===== config.mk =====
export PLATFORM = sky130hd
export DESIGN_NAME = des_iter_ctrl_flat
export DESIGN_NICKNAME = d
export VERILOG_FILES = /design/src/rtl/des_iter_ctrl_if.sv /design/src/rtl/des_iter_ctrl.sv /design/src/flat_wrapper.sv
export SDC_FILE = /design/constraint.sdc
export NUM_CORES = 1
export LEC_CHECK = 0
export ABC_AREA = 1
export ABC_CLOCK_PERIOD_IN_PS = 1300
export CORE_MARGIN = 10
export CORE_UTILIZATION = 41
export DETAILED_ROUTE_END_ITERATION = 7
export PLACE_DENSITY_LB_ADDON = 0.1
export SYNTH_ARGS = -nofsm -noshare
export SYNTH_HDL_FRONTEND = slang
export SYNTH_SLANG_ARGS = --single-unit

===== constraint.sdc =====
create_clock -name clk -period 1.3 [get_ports clk]
set_clock_uncertainty 0.05 [all_clocks]
set_input_delay 0.39 -clock clk [delete_from_list [all_inputs] [get_ports clk]]
set_output_delay 0.39 -clock clk [all_outputs]
set_load 0.01 [all_outputs]

===== src/rtl/des_iter_ctrl_if.sv =====
// des_iter_ctrl_if: request/result handshake between the DES wrapper and the round sequencer
interface des_iter_ctrl_if;
    logic in_valid, in_dec, in_ready, out_valid, out_ready, abort, dec_mode, busy;
    modport master (
        output in_valid, in_dec, out_ready, abort,
        input  in_ready, out_valid, dec_mode, busy
    );
    modport slave (
        input  in_valid, in_dec, out_ready, abort,
        output in_ready, out_valid, dec_mode, busy
    );
endinterface


===== src/rtl/des_iter_ctrl.sv =====
// des_iter_ctrl: sequences load, 16 rounds and final permutation of the iterative DES datapath
module des_iter_ctrl #(
    parameter int RND_CYCLES = 1
) (
    input  logic           clk,
    input  logic           rst_n,
    des_iter_ctrl_if.slave bus,
    output logic           load_en,
    output logic           round_en,
    output logic           final_en,
    output logic [4:0]     round_idx,
    output logic [1:0]     key_shift,
    output logic           key_dir
);
    typedef enum logic [2:0] {IDLE, LOAD, ROUND, FINAL, DONE} state_t;
    state_t     state, state_n;
    logic [1:0] cnt, cnt_n;
    logic [4:0] idx_n;
    logic       dec, dec_n;
    logic       last;
    assign last = state == ROUND && cnt == 2'(RND_CYCLES - 1);
    always_ff @(posedge clk or negedge rst_n) begin
        if (!rst_n) begin
            state     <= IDLE;
            cnt       <= '0;
            round_idx <= '0;
            dec       <= 1'b0;
        end else begin
            state     <= state_n;
            cnt       <= cnt_n;
            round_idx <= idx_n;
            dec       <= dec_n;
        end
    end
    // abort wins over every transition, including round 16 completion and the result handshake
    always_comb begin
        state_n = state;
        cnt_n   = '0;
        idx_n   = '0;
        dec_n   = dec;
        if (bus.abort)
            state_n = IDLE;
        else
            case (state)
                IDLE: if (bus.in_valid) begin
                    state_n = LOAD;
                    dec_n   = bus.in_dec;
                end
                LOAD: begin
                    state_n = ROUND;
                    idx_n   = 5'd1;
                end
                ROUND: begin
                    cnt_n = last ? 2'd0 : cnt + 2'd1;
                    idx_n = last ? round_idx + 5'd1 : round_idx;
                    if (last && round_idx == 5'd16) begin
                        state_n = FINAL;
                        idx_n   = '0;
                    end
                end
                FINAL: state_n = DONE;
                DONE: if (bus.out_ready) state_n = IDLE;
                default: state_n = IDLE;
            endcase
    end
    assign bus.in_ready  = state == IDLE;
    assign bus.out_valid = state == DONE;
    assign bus.busy      = state != IDLE;
    assign bus.dec_mode  = dec;
    assign load_en       = state == LOAD;
    assign round_en      = last;
    assign final_en      = state == FINAL;
    assign key_dir       = dec;
    // decrypt starts from the fully rotated key, so round 1 needs no shift
    assign key_shift = state != ROUND ? 2'd0 :
                       (dec && round_idx == 5'd1) ? 2'd0 :
                       (round_idx inside {5'd1, 5'd2, 5'd9, 5'd16}) ? 2'd1 : 2'd2;
endmodule

===== src/flat_wrapper.sv =====
// flat-port wrapper written by rule: the top's interface ports become plain ports
module des_iter_ctrl_flat 
#(
    parameter int RND_CYCLES = 1
)
  (clk, rst_n, load_en, round_en, final_en, round_idx, key_shift, key_dir, bus_in_valid, bus_in_dec, bus_out_ready, bus_abort, bus_in_ready, bus_out_valid, bus_dec_mode, bus_busy);
  des_iter_ctrl_if bus_i ();
  input  logic clk;
  input  logic rst_n;
  output logic load_en;
  output logic round_en;
  output logic final_en;
  output logic [4:0] round_idx;
  output logic [1:0] key_shift;
  output logic key_dir;
  input wire logic [$bits(bus_i.in_valid)-1:0] bus_in_valid;
  input wire logic [$bits(bus_i.in_dec)-1:0] bus_in_dec;
  input wire logic [$bits(bus_i.out_ready)-1:0] bus_out_ready;
  input wire logic [$bits(bus_i.abort)-1:0] bus_abort;
  output wire logic [$bits(bus_i.in_ready)-1:0] bus_in_ready;
  output wire logic [$bits(bus_i.out_valid)-1:0] bus_out_valid;
  output wire logic [$bits(bus_i.dec_mode)-1:0] bus_dec_mode;
  output wire logic [$bits(bus_i.busy)-1:0] bus_busy;
  assign bus_i.in_valid = bus_in_valid;
  assign bus_i.in_dec = bus_in_dec;
  assign bus_i.out_ready = bus_out_ready;
  assign bus_i.abort = bus_abort;
  assign bus_in_ready = bus_i.in_ready;
  assign bus_out_valid = bus_i.out_valid;
  assign bus_dec_mode = bus_i.dec_mode;
  assign bus_busy = bus_i.busy;
  des_iter_ctrl #(.RND_CYCLES(RND_CYCLES)) u_core (.clk(clk), .rst_n(rst_n), .bus(bus_i), .load_en(load_en), .round_en(round_en), .final_en(final_en), .round_idx(round_idx), .key_shift(key_shift), .key_dir(key_dir));
endmodule

==> results.yml, run 1 <==
cts:
  cts_buffers: 3
  cts.sinks: 11
  cts_max_path_buffers: 2
  cts_htree_levels: 1
  cts_root_buf: "clkbuf_4"
  holdBufCountCts: 0
floorplanning:
  boundaryPins: 21
  chipWidth_um: 62.5
  die_y_um: 62.5
  initial_core_util: 0.429
  rows: 15
placement:
  dp_hpwl_mm: 1.79
  gp_congestion: 0.822
  dp.cells: 180
  port_buffers: 20
timing:
  worst-ep-kind: "primary output"
  worst_endpoint: "key_shift[0]"
status:
  outcome: "did not finish"
  failed_stage: "global routing (5_1_grt)"
  error: "[ERROR DPL-0038] Utilization greater than 100%, impossible to legalize"
logic_synthesis:
  synth-seq-cells: 11
  syn_nets: 117
  syn_area_um2: 741
  synth_cells: 106
  avgSynthCellArea_um2: 6.99
  ys_types: 18
  yosys_warnings: 0
  yosysSeqAreaShare: 0.372
global_routing:
  grt_max_degree: 12
[per-stage QoR]
step                area (µm²)  setup TNS [ns]  setup slack, ns
floorplan                  771          -0.503           -0.253
global placement          1220           -7.04           -0.700
detailed placement        1220           -7.50           -0.741
CTS                       1460           -4.96           -0.606
[Yosys cell counts]
cell	number	share of area
nand3b_1	1	0.010
o21ai_0	6	0.041
or2_2	1	0.0085
nand2_4	1	0.015
nand4_1	2	0.017
a21oi_1	5	0.034
nor3_1	2	0.014
inv_1	22	0.11
nand2_1	17	0.086
dfrtp_1	11	0.37
ha_1	5	0.084
nor2_1	19	0.096
nor2_4	1	0.015
nand3_1	9	0.061
o31ai_1	1	0.010
nor2_2	1	0.0085
o21ai_1	1	0.0068
buf_4	1	0.010
[logic make-up after synthesis]
logic type	after synthesis	synth area share
AND/OR/NAND/NOR	54	0.331
buffers and inverters	23	0.122
AO/OA/AOI/OAI	13	0.0912
flip-flops	11	0.372
adder cells (fa/ha/maj)	5	0.0845
[what timing repair did]
item | CTS
setup buffers | 15
resized for setup | 111
pin swaps | 19
setup endpoints to repair | 22
hold endpoints to repair | 0
==> run 2: changes to the inputs <==
--- a/config.mk
+++ b/config.mk
@@ -6,11 +6,11 @@
 export NUM_CORES = 1
 export LEC_CHECK = 0
 export ABC_AREA = 1
-export ABC_CLOCK_PERIOD_IN_PS = 1300
-export CORE_MARGIN = 10
-export CORE_UTILIZATION = 41
+export ABC_CLOCK_PERIOD_IN_PS = 1700
+export CORE_AREA = 10 10 71 73
 export DETAILED_ROUTE_END_ITERATION = 7
-export PLACE_DENSITY_LB_ADDON = 0.1
+export DIE_AREA = 0 0 81 83
+export PLACE_DENSITY_LB_ADDON = 0.15
 export SYNTH_ARGS = -nofsm -noshare
 export SYNTH_HDL_FRONTEND = slang
 export SYNTH_SLANG_ARGS = --single-unit
==> constraint.sdc (replaced) <==
create_clock -name clk -period 1.7 [get_ports clk]
set_clock_uncertainty 0.05 [all_clocks]
set_input_delay 0.51 -clock clk [delete_from_list [all_inputs] [get_ports clk]]
set_output_delay 0.51 -clock clk [all_outputs]
set_load 0.01 [all_outputs]
==> results.yml, run 2 <==
status:
  outcome: "finished with violations"
  violations: "negative setup slack"
hold_path:
  min-delay-start: "u_core.cnt[0]"
  hold_class: "reg -> reg"
  holdPathStages: 1
  min_to: "u_core.cnt[0]"
setup_path:
  arrival_ns: 1.43
  startpoint_type: "flop"
  endpoint_kind: "output port"
  rrSetupSlack_ns: 0.16
  crit_type: "reg -> out"
  worstPathRequired_ns: 1.14
  reg2reg_to: "u_core.state[0]"
  reg2regPathDepth: 9
  r2r_start: "u_core.state[2]"
  critPathMaxFanout: 3
logic_synthesis:
  ys_types: 18
  yosys_warnings: 0
  netlist.area_leader.share: 0.372
  synth.most_common_cell: "inv_1"
  synthArstFlopShare: 1.00
  yosysSeqAreaShare: 0.372
  avgSynthCellArea_um2: 6.99
  ys.flop_type: "dfrtp_1"
  synthTopCellsByCount: "22 x inv_1, 19 x nor2_1, 17 x nand2_1"
  synth_top_cells_by_area: "dfrtp_1 37%, inv_1 11%, nor2_1 9.6%, nand2_1 8.6%, ha_1 8.4%"
  synth-seq-cells: 11
  synth_edf_count: 0
  syn_area_um2: 741
  synth_area_leader_cell: "dfrtp_1"
  synth_cells: 106
  syn_nets: 117
final_layout:
  fin_util: 0.373
  layout_common_cells: "31 x buf_4, 15 x inv_1, 15 x nor2_1, 15 x nand2_1, 9 x dfrtp_1"
  final_nets: 175
  largest_reg_flops: 5
  largest_register: "u_core.round_idx"
  final_common_cell: "buf_4"
  area_growth_pct: 83.1
  layout_top_registers: "u_core.round_idx: 5 flops, u_core.state: 3 flops, u_core.cnt: 2 flops"
  num_antenna_cells: 0
  drive_above_1_share: 0.448
cts:
  cts_tree: "yes"
  holdBufCountCts: 0
  cts_root_buf: "clkbuf_8"
  cts_htree_levels: 1
  path_clk_slew_ns: 0.05
  cts.sinks: 11
  worstSkewPairLatency_ns: 0.24
  cts_max_path_buffers: 2
  cts_buffers: 3
detailed_routing:
  vias_per_cell: 3.95
  wl_mm: 2.35
  firstDrtPassIters: 4
  initialDrtViolationCount: 25
  drc_errors: 0
  wl_per_cell_um: 11.1
  vias: 834
  ant_nets: 0
timing:
  tns_ns: -0.650
  setup_ws_ns: -0.286
  period_minus_slack_ns: 1.99
  hold_viol_final: 0
  relSlewSlack: 0.813
  max_freq_mhz: 504
  rsz0062_at_grt: "true"
  min_period_over_period: 1.17
  finalSetupViolCount: 4
  slew_violations: 0
  worst_pin_slew_ns: 0.279
power:
  powerDensity_nw_per_um2: 721
  ir_worst_vdd_mv: 0.280
  p_leak_nw: 0.705
floorplanning:
  boundaryPins: 21
  core_um2: 3630
  die-area_um2: 6720
  chipWidth_um: 81
  initial_core_util: 0.204
  rows: 22
  die_y_um: 83
placement:
  dp_hpwl_mm: 1.83
  port_buffers: 20
  gp_congestion: 0.764
global_routing:
  grt_pass1_vias: 881
  gr-total-overflow: 0
  antenna_found_initial: 0
  grt_max_degree: 7
  grt_use_total: 0.0742
  grt_pass1_wl_mm: 4.11
flow_run:
  max-cap-violations: 0
## run 2: layout make-up
class                      count  area [µm²]
inverter                      22        87.6
fill                         408        2280
clock buffer                   4        45.0
timing repair buffer          54         433
tap                           48        60.1
sequential                    11         278
multi-input combinational     72         453
## run 2: through the flow
stage / total power [W] / std cells / instance area, µm² / hold slack [ns] / setup slack (ns)
after global placement: 0.000655 / 198 / 1190 / 0.363 / -0.428
final: 0.000977 / 211 / 1360 / 0.369 / -0.286
after CTS: 0.000954 / 213 / 1360 / 0.370 / -0.286
after detailed placement: 0.000654 / 198 / 1190 / 0.362 / -0.479
after global routing: 0.00105 / 211 / 1360 / 0.374 / -0.380
after floorplan: 0.000445 / 106 / 751 / 0.164 / 0.0133
## run 2: worst max-delay path by stage
| stage | startpoint | end | slack [ns] |
|---|---|---|---|
| finish | u_core.round_idx[1] | key_shift[1] | -0.29 |
| global route | u_core.round_idx[0] | key_shift[0] | -0.38 |
| CTS | u_core.round_idx[0] | key_shift[1] | -0.29 |
| detailed placement | u_core.round_idx[1] | key_shift[0] | -0.48 |
| global placement | u_core.round_idx[0] | key_shift[0] | -0.43 |
| floorplan | u_core.round_idx[0] | key_shift[0] | 0.01 |
## run 2: worst max-delay path: stages, from the launching register on
cell and delay, ns:
dfrtp_2 0.41, inv_2 0.09, ha_2 0.18, nor2_1 0.05
nor2_1 0.17, buf_4 0.14, nor3_2 0.03, buf_2 0.13
## run 2: where the power goes
part	switching, W	internal [W]	total, W
clock	0.000100	0.000165	0.000265
combinational	0.000189	0.000223	0.000412
sequential	0.0000188	0.000282	0.000301
## run 2: logic make-up after synthesis
group,Yosys count,share of synthesized area
AND/OR/NAND/NOR,54,0.331
flip-flops,11,0.372
buffers and inverters,23,0.122
AO/OA/AOI/OAI,13,0.0912
adder cells (fa/ha/maj),5,0.0845
## run 2: metal layers
metal / global-route usage / part of all wire / vias up
met5: 0 / 0 / -
met4: 0.0235 / 0.0068 / 0
met3: 0.0151 / 0.037 / 2
met2: 0.125 / 0.52 / 8
met1: 0.0905 / 0.44 / 377
li1: - / - / 447
## run 2: timing repair
item | CTS | global route
resized for setup | 69 | 10
setup endpoints to repair | 15 | 13
buffers inserted | 11 | 3
pin swaps | 7 | 11
No activity file was read; power rests on OpenSTA's default activity.
